==> src/rtl/vlsu_pkg.sv <==
// Shared constants and types for the strided vector load/store unit.
package vlsu_pkg;

    localparam int WORD_W        = 32;
    localparam int DEFAULT_LANES = 4;

    typedef enum logic [1:0] {
        IDLE,
        ACCESS,
        DONE
    } vlsu_state_t;

    // Width of a lane index; a single-lane build still needs one bit.
    function automatic int lane_bits(input int lanes);
        return (lanes > 1) ? $clog2(lanes) : 1;
    endfunction

endpackage

==> src/rtl/vector_lsu_if.sv <==
// Request/response channel between a vector issuer and the load/store unit.
interface vector_lsu_if #(
    parameter int LANES  = vlsu_pkg::DEFAULT_LANES,
    parameter int WORD_W = vlsu_pkg::WORD_W
);
    logic                      req_valid;
    logic                      req_ready;
    logic                      req_store;
    logic [31:0]               req_base;
    logic [15:0]               req_stride;
    logic [LANES*WORD_W-1:0]   req_wdata;
    logic                      resp_valid;
    logic [LANES*WORD_W-1:0]   resp_rdata;
    logic                      busy;

    modport master (
        output req_valid, req_store, req_base, req_stride, req_wdata,
        input  req_ready, resp_valid, resp_rdata, busy
    );

    modport slave (
        input  req_valid, req_store, req_base, req_stride, req_wdata,
        output req_ready, resp_valid, resp_rdata, busy
    );
endinterface

==> src/rtl/vlsu_agu.sv <==
// Address generator: running byte-address accumulator plus lane counter.
module vlsu_agu
    import vlsu_pkg::*;
#(
    parameter  int LANES  = DEFAULT_LANES,
    localparam int LANE_W = lane_bits(LANES)
) (
    input  logic              clk,
    input  logic              reset,
    input  logic              start,
    input  logic              step,
    input  logic [31:0]       base,
    input  logic [15:0]       stride,
    output logic [31:0]       address,
    output logic [LANE_W-1:0] lane,
    output logic              last
);

    logic [31:0]       acc_reg;
    logic [31:0]       inc_reg;
    logic [LANE_W-1:0] lane_reg;

    // Word stride is sign-extended and scaled to bytes once, at request time.
    always_ff @(posedge clk) begin
        if (reset) begin
            acc_reg  <= '0;
            inc_reg  <= '0;
            lane_reg <= '0;
        end else if (start) begin
            acc_reg  <= base;
            inc_reg  <= {{14{stride[15]}}, stride, 2'b00};
            lane_reg <= '0;
        end else if (step) begin
            acc_reg  <= acc_reg + inc_reg;
            lane_reg <= lane_reg + 1'b1;
        end
    end

    assign address = acc_reg;
    assign lane    = lane_reg;
    assign last    = (lane_reg == LANE_W'(LANES - 1));

endmodule

==> src/rtl/vector_lsu.sv <==
// Strided vector load/store unit: one memory word per cycle, LANES lanes per request.
module vector_lsu
    import vlsu_pkg::*;
#(
    parameter int LANES  = DEFAULT_LANES,
    parameter int WORD_W = vlsu_pkg::WORD_W
) (
    input  logic              clk,
    input  logic              reset,
    vector_lsu_if.slave       lsu,
    output logic              mem_we,
    output logic [31:0]       mem_address,
    output logic [WORD_W-1:0] mem_wdata,
    input  logic [WORD_W-1:0] mem_rdata
);

    localparam int LANE_W = lane_bits(LANES);

    vlsu_state_t             state_reg;
    vlsu_state_t             state_next;
    logic                    store_reg;
    logic                    accept;
    logic                    in_access;
    logic [31:0]             agu_address;
    logic [LANE_W-1:0]       lane;
    logic                    last;
    logic [LANES*WORD_W-1:0] wdata_flat;

    assign accept    = (state_reg == IDLE) && lsu.req_valid;
    assign in_access = (state_reg == ACCESS);

    vlsu_agu #(.LANES(LANES)) u_agu (
        .clk     (clk),
        .reset   (reset),
        .start   (accept),
        .step    (in_access),
        .base    (lsu.req_base),
        .stride  (lsu.req_stride),
        .address (agu_address),
        .lane    (lane),
        .last    (last)
    );

    always_ff @(posedge clk) begin
        if (reset) begin
            state_reg <= IDLE;
            store_reg <= 1'b0;
        end else begin
            state_reg <= state_next;
            if (accept) begin
                store_reg <= lsu.req_store;
            end
        end
    end

    always_comb begin
        state_next = state_reg;
        case (state_reg)
            IDLE:    if (lsu.req_valid) state_next = ACCESS;
            ACCESS:  if (last)          state_next = DONE;
            DONE:    state_next = IDLE;
            default: state_next = IDLE;
        endcase
    end

    // Per-lane store buffer and load result; a store never touches the result lanes.
    for (genvar gi = 0; gi < LANES; gi++) begin : g_lane
        logic [WORD_W-1:0] wdata_lane_reg;
        logic [WORD_W-1:0] rdata_lane_reg;

        always_ff @(posedge clk) begin
            if (reset) begin
                wdata_lane_reg <= '0;
                rdata_lane_reg <= '0;
            end else begin
                if (accept) begin
                    wdata_lane_reg <= lsu.req_wdata[gi*WORD_W +: WORD_W];
                end
                if (in_access && !store_reg && (lane == LANE_W'(gi))) begin
                    rdata_lane_reg <= mem_rdata;
                end
            end
        end

        assign wdata_flat[gi*WORD_W +: WORD_W]     = wdata_lane_reg;
        assign lsu.resp_rdata[gi*WORD_W +: WORD_W] = rdata_lane_reg;
    end

    assign lsu.req_ready  = (state_reg == IDLE);
    assign lsu.busy       = (state_reg != IDLE);
    assign lsu.resp_valid = (state_reg == DONE);

    assign mem_we      = in_access && store_reg;
    assign mem_address = in_access ? {agu_address[31:2], 2'b00} : '0;
    assign mem_wdata   = (in_access && store_reg) ? wdata_flat[lane*WORD_W +: WORD_W] : '0;

endmodule

==> src/flat_wrapper.sv <==
// flat-port wrapper written by rule: the top's interface ports become plain ports
module vector_lsu_flat import vlsu_pkg::*;
#(
    parameter int LANES  = DEFAULT_LANES,
    parameter int WORD_W = vlsu_pkg::WORD_W
)
  (clk, reset, mem_we, mem_address, mem_wdata, mem_rdata, lsu_req_valid, lsu_req_store, lsu_req_base, lsu_req_stride, lsu_req_wdata, lsu_req_ready, lsu_resp_valid, lsu_resp_rdata, lsu_busy);
  vector_lsu_if #(.LANES(LANES), .WORD_W(WORD_W)) lsu_i ();
  input  logic clk;
  input  logic reset;
  output logic mem_we;
  output logic [31:0] mem_address;
  output logic [WORD_W-1:0] mem_wdata;
  input  logic [WORD_W-1:0] mem_rdata;
  input wire logic [$bits(lsu_i.req_valid)-1:0] lsu_req_valid;
  input wire logic [$bits(lsu_i.req_store)-1:0] lsu_req_store;
  input wire logic [$bits(lsu_i.req_base)-1:0] lsu_req_base;
  input wire logic [$bits(lsu_i.req_stride)-1:0] lsu_req_stride;
  input wire logic [$bits(lsu_i.req_wdata)-1:0] lsu_req_wdata;
  output wire logic [$bits(lsu_i.req_ready)-1:0] lsu_req_ready;
  output wire logic [$bits(lsu_i.resp_valid)-1:0] lsu_resp_valid;
  output wire logic [$bits(lsu_i.resp_rdata)-1:0] lsu_resp_rdata;
  output wire logic [$bits(lsu_i.busy)-1:0] lsu_busy;
  assign lsu_i.req_valid = lsu_req_valid;
  assign lsu_i.req_store = lsu_req_store;
  assign lsu_i.req_base = lsu_req_base;
  assign lsu_i.req_stride = lsu_req_stride;
  assign lsu_i.req_wdata = lsu_req_wdata;
  assign lsu_req_ready = lsu_i.req_ready;
  assign lsu_resp_valid = lsu_i.resp_valid;
  assign lsu_resp_rdata = lsu_i.resp_rdata;
  assign lsu_busy = lsu_i.busy;
  vector_lsu #(.LANES(LANES), .WORD_W(WORD_W)) u_core (.clk(clk), .reset(reset), .lsu(lsu_i), .mem_we(mem_we), .mem_address(mem_address), .mem_wdata(mem_wdata), .mem_rdata(mem_rdata));
endmodule
==> config.mk <==
export PLATFORM = sky130hd
export DESIGN_NAME = vector_lsu_flat
export DESIGN_NICKNAME = d
export VERILOG_FILES = /design/src/rtl/vlsu_pkg.sv /design/src/rtl/vector_lsu_if.sv /design/src/rtl/vlsu_agu.sv /design/src/rtl/vector_lsu.sv /design/src/flat_wrapper.sv
export SDC_FILE = /design/constraint.sdc
export NUM_CORES = 1
export LEC_CHECK = 0
export ABC_AREA = 1
export CAP_MARGIN = 20
export CORE_UTILIZATION = 45
export DETAILED_ROUTE_END_ITERATION = 6
export PLACE_DENSITY_LB_ADDON = 0.1
export SKIP_LAST_GASP = 1
export SLEW_MARGIN = 10
export SYNTH_ARGS = -nofsm -noshare
export SYNTH_HDL_FRONTEND = slang
export SYNTH_SLANG_ARGS = --single-unit
==> constraint.sdc <==
create_clock -name clk -period 2.1 [get_ports clk]
set_input_delay 0.525 -clock clk [delete_from_list [all_inputs] [get_ports clk]]
set_output_delay 0.525 -clock clk [all_outputs]
set_load 0.03 [all_outputs]
==> impl_metrics.tcl, run 1 <==
set metrics [dict create \
    outcome "finished with violations" \
    violations "negative setup slack" \
    finalSetupTns_ns -5.51 \
    grt_pass1_vias 14300 \
    max_cap_viol_count 0 \
    clockRootBuffer "clkbuf_16" \
    fmax_mhz 427 \
    overflow 0 \
    hold_viol_final 0 \
    hold_buffers 0 \
    ys_top_cells_by_count "nor2_1, o21ai_0, dfxtp_1" \
    synth_cell_types 35 \
    dp_hpwl_um 33300 \
    finalSetupViolCount 32 \
    areaGrowthSynthToFinish_pct 43.9 \
    start_util 0.456 \
    post-route-min-period_ns 2.34 \
    die_w_um 181 \
    core_sq_um 31500 \
    synthArstFlopShare 0 \
    wl_per_cell_um 16.2 \
    rsz0062_at_grt "yes" \
    dieArea_sq_um 32600 \
    ys_seq_elements 307 \
    worst_ir_drop_vdd_mv 0.602 \
    dpl-instance-area_sq_um 18900 \
    drt_wl_total_um 48000 \
    finClkSkew_ns 0.0139 \
    yosysMostFrequentCell "nor2_1" \
    synth_top_area_frac 0.429 \
    final_area_sq_um 20600 \
    grt_usage 0.287 \
    layout.cells.non_filler 2959 \
    seq_area_frac_synth 0.429 \
    crit_fanout 9 \
    yosys.area.top_type "dfxtp_1" \
    final_util 0.656 \
    clkTransAtPathRegs_ns 0.06 \
    grt_max_degree 125 \
    clk-insertion-delay-late_ns 0.51 \
    drcViolationCount 0 \
    place_inst 2880 \
    critPathLaunchType "flip-flop" \
    synth_edf_count 0 \
    num_io_pins 408 \
    antenna_found_initial 10 \
    port-buffer-count 403 \
    cts_buffer_depth 3 \
    grt_first_pass_wirelength_um 75300 \
    drtIter0Drc 798 \
    nNetsFinal 2772 \
    ys.flop_type "dfxtp_1" \
    critPathArrivalTime_ns 1.82 \
    tritoncts "yes" \
    finalCritPeriodShare 1.12 \
    htree_levels 2 \
    die_h_um 181 \
    p_total_mw 15.7 \
    hp-class "reg -> reg" \
    cp_cell_sequence "buf_12, buf_8, buf_6, nor2_1, nor2_1, o21ai_0, a21oi_2, buf_6" \
    yosysWarnings 0 \
    synth_area_per_cell_sq_um 6.65 \
    power_density_nw_per_um2 763 \
    vias_per_cell 5.05 \
    dr.pass1.iters 5 \
    vias 14900 \
    netlist_area_sq_um 14300 \
    cp.required_ns 1.57 \
    p_leak_nw 9.62 \
    cts.sinks 307 \
    layout_setup_ws_ns -0.243 \
    cp_slowest_stage_delay_ns 0.37 \
    cts_made_buffers 35 \
    drtAntennaViolNets 0 \
    fp-row-count 65 \
    synthTopCellsByArea "dfxtp_1, nor2_1, o21ai_0, nand2_1, inv_1" \
    crit_type "reg -> out" \
    drv_slew 0 \
    drive_gt1_frac 0.105 \
    cp_slowest_cell "dfxtp_4" \
    netlist_instances 2156 \
    place.gp.congestion 0.935 \
    cp-end-kind "output port" \
]
-- path summary, 6_finish.rpt --
kind / from / endpoint / slack, ns / cells past startpoint
min reg2reg: u_core.g_lane[1].rdata_lane_reg[17] / u_core.g_lane[1].rdata_lane_reg[17] / 0.48 / 2
min: u_core.g_lane[1].rdata_lane_reg[17] / u_core.g_lane[1].rdata_lane_reg[17] / 0.48 / 2
max: u_core.u_agu.lane[0] / mem_wdata[2] / -0.24 / 8
max reg2reg: u_core.u_agu.inc_reg[17] / u_core.u_agu.address[31] / 0.11 / 12
-- logic make-up (layout without fill, tap and decap cells) --
family / after synthesis / after routing / synth area share
flops: 307 / 307 / 0.429
xor+xnor: 16 / 16 / 0.00977
simple gates: 1057 / 1057 / 0.287
buf+inv: 280 / 671 / 0.0797
compound gates: 461 / 461 / 0.165
other cells: 1 / 11 / 0.000261
fa+ha+maj: 34 / 34 / 0.0302
-- area by class of cell --
cell class,instances,area [sq um]
Inverter,151,574
Timing Repair Buffer,461,4890
Fill cell,2851,10800
Clock buffer,54,1070
Multi-Input combinational cell,1570,7340
Clock inverter,5,90.1
Antenna cell,9,22.5
Sequential cell,307,6150
Tap cell,402,503
-- metal layers --
metal	part of all wire	track usage	routed length, um
met1	0.41	0.341	19800
met4	0.037	0.120	1790
met2	0.47	0.491	22800
met5	0.00025	0	12
met3	0.075	0.0722	3590
-- cell usage in the layout, fill, tap and decap left out, drive strengths merged, types with 4 or more instances in the layout --
cell type and n:
nand3 44, nor2 746, nor3 6, xnor2 5, inv 152, clkbuf 56
clkdlybuf4s50 272, dfxtp 307, buf 119, o21bai 6, dlygate4sd2 28, a31oi 13
a21oi 73, dlymetal6s2s 40, ha 33, o21ai 367, diode 9, xor2 11
nand4 4, nand2 255
-- critical path, delay by kind of cell (launching register included) --
family	cells	cell delay, ns
AO/OA/AOI/OAI	2	0.26
buffers and inverters	4	0.56
flip-flops	1	0.37
AND/OR/NAND/NOR	2	0.12
-- power breakdown --
group,total (mW),internal [mW],switching (mW)
Sequential,6.46,6.22,0.238
Combinational,3.13,1.34,1.80
Clock,6.15,3.75,2.39
-- metrics by stage --
step	hold slack (ns)	worst slack, ns
6_report	0.475	-0.243
5_1_grt	0.499	-0.294
4_1_cts	0.479	-0.244
3_5_place_dp	0.466	0.0599
3_3_place_gp	0.458	0.0701
2_1_floorplan	0.449	-0.0230
-- what timing repair did --
item,4_1_cts,5_1_grt
setup buffers,6,2
endpoints found under the setup margin,90,116
resized for setup,75,86
pin swaps,8,6
gates cloned,1,2
No activity file was read; power rests on OpenSTA's default activity.
==> inputs of run 2 (changes only) <==
--- a/config.mk
+++ b/config.mk
@@ -10,8 +10,8 @@
 export CORE_UTILIZATION = 45
 export DETAILED_ROUTE_END_ITERATION = 6
 export PLACE_DENSITY_LB_ADDON = 0.1
-export SKIP_LAST_GASP = 1
 export SLEW_MARGIN = 10
 export SYNTH_ARGS = -nofsm -noshare
 export SYNTH_HDL_FRONTEND = slang
+export SYNTH_HIERARCHICAL = 1
 export SYNTH_SLANG_ARGS = --single-unit
==> impl_metrics.tcl, run 2 <==
set metrics [dict create \
    netlist_instances 2315 \
    worst_slew_pin_slew_ns 0.527 \
    cp.required_ns 1.57 \
    num_io_pins 408 \
    cp_slowest_cell "dfxtp_4" \
    rsz0062_at_grt "yes" \
    grt_pass1_vias 14700 \
    drtIter0Drc 899 \
    worst_ir_drop_vdd_mv 0.591 \
    cts_buffer_depth 3 \
    critPathLaunchType "flip-flop" \
    die_h_um 185 \
    fmax_mhz 412 \
    cp-end-kind "output port" \
    p_total_mw 15.3 \
    cts.sinks 307 \
    final_common_cell "nor2_1" \
    yosysWarnings 6 \
    drcViolationCount 0 \
    post-route-min-period_ns 2.43 \
    grt_use_met1 0.347 \
    crit_buf_inv 4 \
    clk-insertion-delay-late_ns 0.51 \
    layout_common_cells "nor2_1, nand2_1, dfxtp_1" \
    drv_slew 0 \
    finalSetupTns_ns -8.77 \
    place.gp.congestion 0.917 \
    core_sq_um 32700 \
    vias 15700 \
    grt_usage 0.281 \
    fp-row-count 66 \
    post-place-ws_ns -0.162 \
    dr.pass1.iters 5 \
    hold_viol_final 0 \
    power_density_nw_per_um2 723 \
    synth_area_per_cell_sq_um 6.48 \
    clkTransAtPathRegs_ns 0.06 \
    met2_usage 0.471 \
    finClkSkew_ns 0.0129 \
    multi_input_area_sq_um 7760 \
    start_util 0.459 \
    crit_path_frequent_cell "buf_4" \
    max_cap_viol_count 0 \
    cp_cell_sequence "buf_4, nor2_4, buf_4, clkbuf_16, nand2_1, nand2_1, nor2_1, nor2_1, buf_4" \
    wl_per_cell_um 15.5 \
    busiest_layer "met2" \
    cp_slowest_stage_delay_ns 0.36 \
    cts_made_buffers 35 \
    vias_per_cell 4.97 \
    drive_gt1_frac 0.114 \
    finalSetupViolCount 32 \
    crit_fanout 9 \
    dieArea_sq_um 34100 \
    violations "negative setup slack" \
    hold_buffers 0 \
    relSlewSlack 0.648 \
    antenna_found_initial 3 \
    seq_area_sq_um 6160 \
    tritoncts "yes" \
    overflow 0 \
    grt_first_pass_wirelength_um 75800 \
    areaGrowthSynthToFinish_pct 41.3 \
    netlist_area_sq_um 15000 \
    hp-class "reg -> reg" \
    grt_util_met3 0.0595 \
    drtAntennaViolNets 0 \
    fin_hold_ws_ns 0.475 \
    critPathArrivalTime_ns 1.90 \
    port-buffer-count 403 \
    dp_hpwl_um 34800 \
    fillCellCount 3034 \
    cpLargestDelayFamily "buffers and inverters" \
    drt_wl_total_um 48900 \
    outcome "finished with violations" \
    die_w_um 185 \
    layout_setup_ws_ns -0.326 \
    final_util 0.649 \
    grt_max_degree 83 \
    finalCritPeriodShare 1.16 \
    htree_levels 2 \
    clockRootBuffer "clkbuf_16" \
    nNetsFinal 2941 \
    crit_type "reg -> out" \
    p_leak_nw 10.3 \
]
## run 2: cell count changes in the layout (fill, tap and decap cells not counted), moves of 18 or more
cell	previous run	this run
a21oi_2	41	5
nand2_2	12	42
inv_1	141	159
buf_4	56	93
nand2_1	241	499
o21ai_1	20	0
nand3_1	38	163
a22oi_1	0	22
nor2_1	733	664
buf_6	36	9
o21ai_0	347	151
## run 2: worst paths after layout
path                                               to  cells after the start                           startpoint  slack, ns
setup / recovery                         mem_wdata[6]                      9                 u_core/u_agu/lane[0]      -0.33
hold / removal    u_core/g_lane[1].rdata_lane_reg[31]                      2  u_core/g_lane[1].rdata_lane_reg[31]       0.47
setup reg to reg             u_core/u_agu/address[29]                     12             u_core/u_agu/inc_reg[17]       0.14
hold reg to reg   u_core/g_lane[1].rdata_lane_reg[31]                      2  u_core/g_lane[1].rdata_lane_reg[31]       0.47
## run 2: timing repair
action | in CTS | in global routing
resized for setup | 55 | 97
buffers inserted | 5 | 7
pin swaps | 10 | 30
setup endpoints to repair | 132 | 118
cloned | 2 | 5
## run 2: routing by layer
| layer | up-vias | routed length (um) |
|---|---|---|
| li1 | 7965 | - |
| met1 | 7092 | 20000 |
| met2 | 574 | 23300 |
| met3 | 107 | 3860 |
| met4 | 0 | 1760 |
| met5 | - | 0 |
## run 2: report_power, final
| part | internal (mW) | switching (mW) | leakage [nW] | total (mW) |
|---|---|---|---|---|
| registers | 6.21 | 0.243 | 2.52 | 6.46 |
| clock network | 3.41 | 2.36 | 0.542 | 5.77 |
| logic | 1.34 | 1.78 | 7.22 | 3.12 |
| total | 11.0 | 4.38 | 10.3 | 15.3 |
## run 2: cell type report
class	count	share of cell area
diodes	3	0.000354
clock buffers	51	0.0488
clock inverters	8	0.00206
inverters	170	0.0306
multi-input cells	1706	0.366
flip-flops and latches	307	0.290
well taps	442	0.0261
repair buffers	478	0.236
## run 2: through the flow
stage / instances / instance area (sq um)
final: 3165 / 21200
after global routing: 3164 / 21200
after CTS: 3151 / 20800
after detailed placement: 3085 / 19600
after global placement: 3085 / 19600
after floorplan: 2316 / 15000
## run 2: tightest hold or removal path: cells and delay by family (launching register included)
kind          cells  cell delay, ns
flops             1            0.32
simple gates      2            0.12
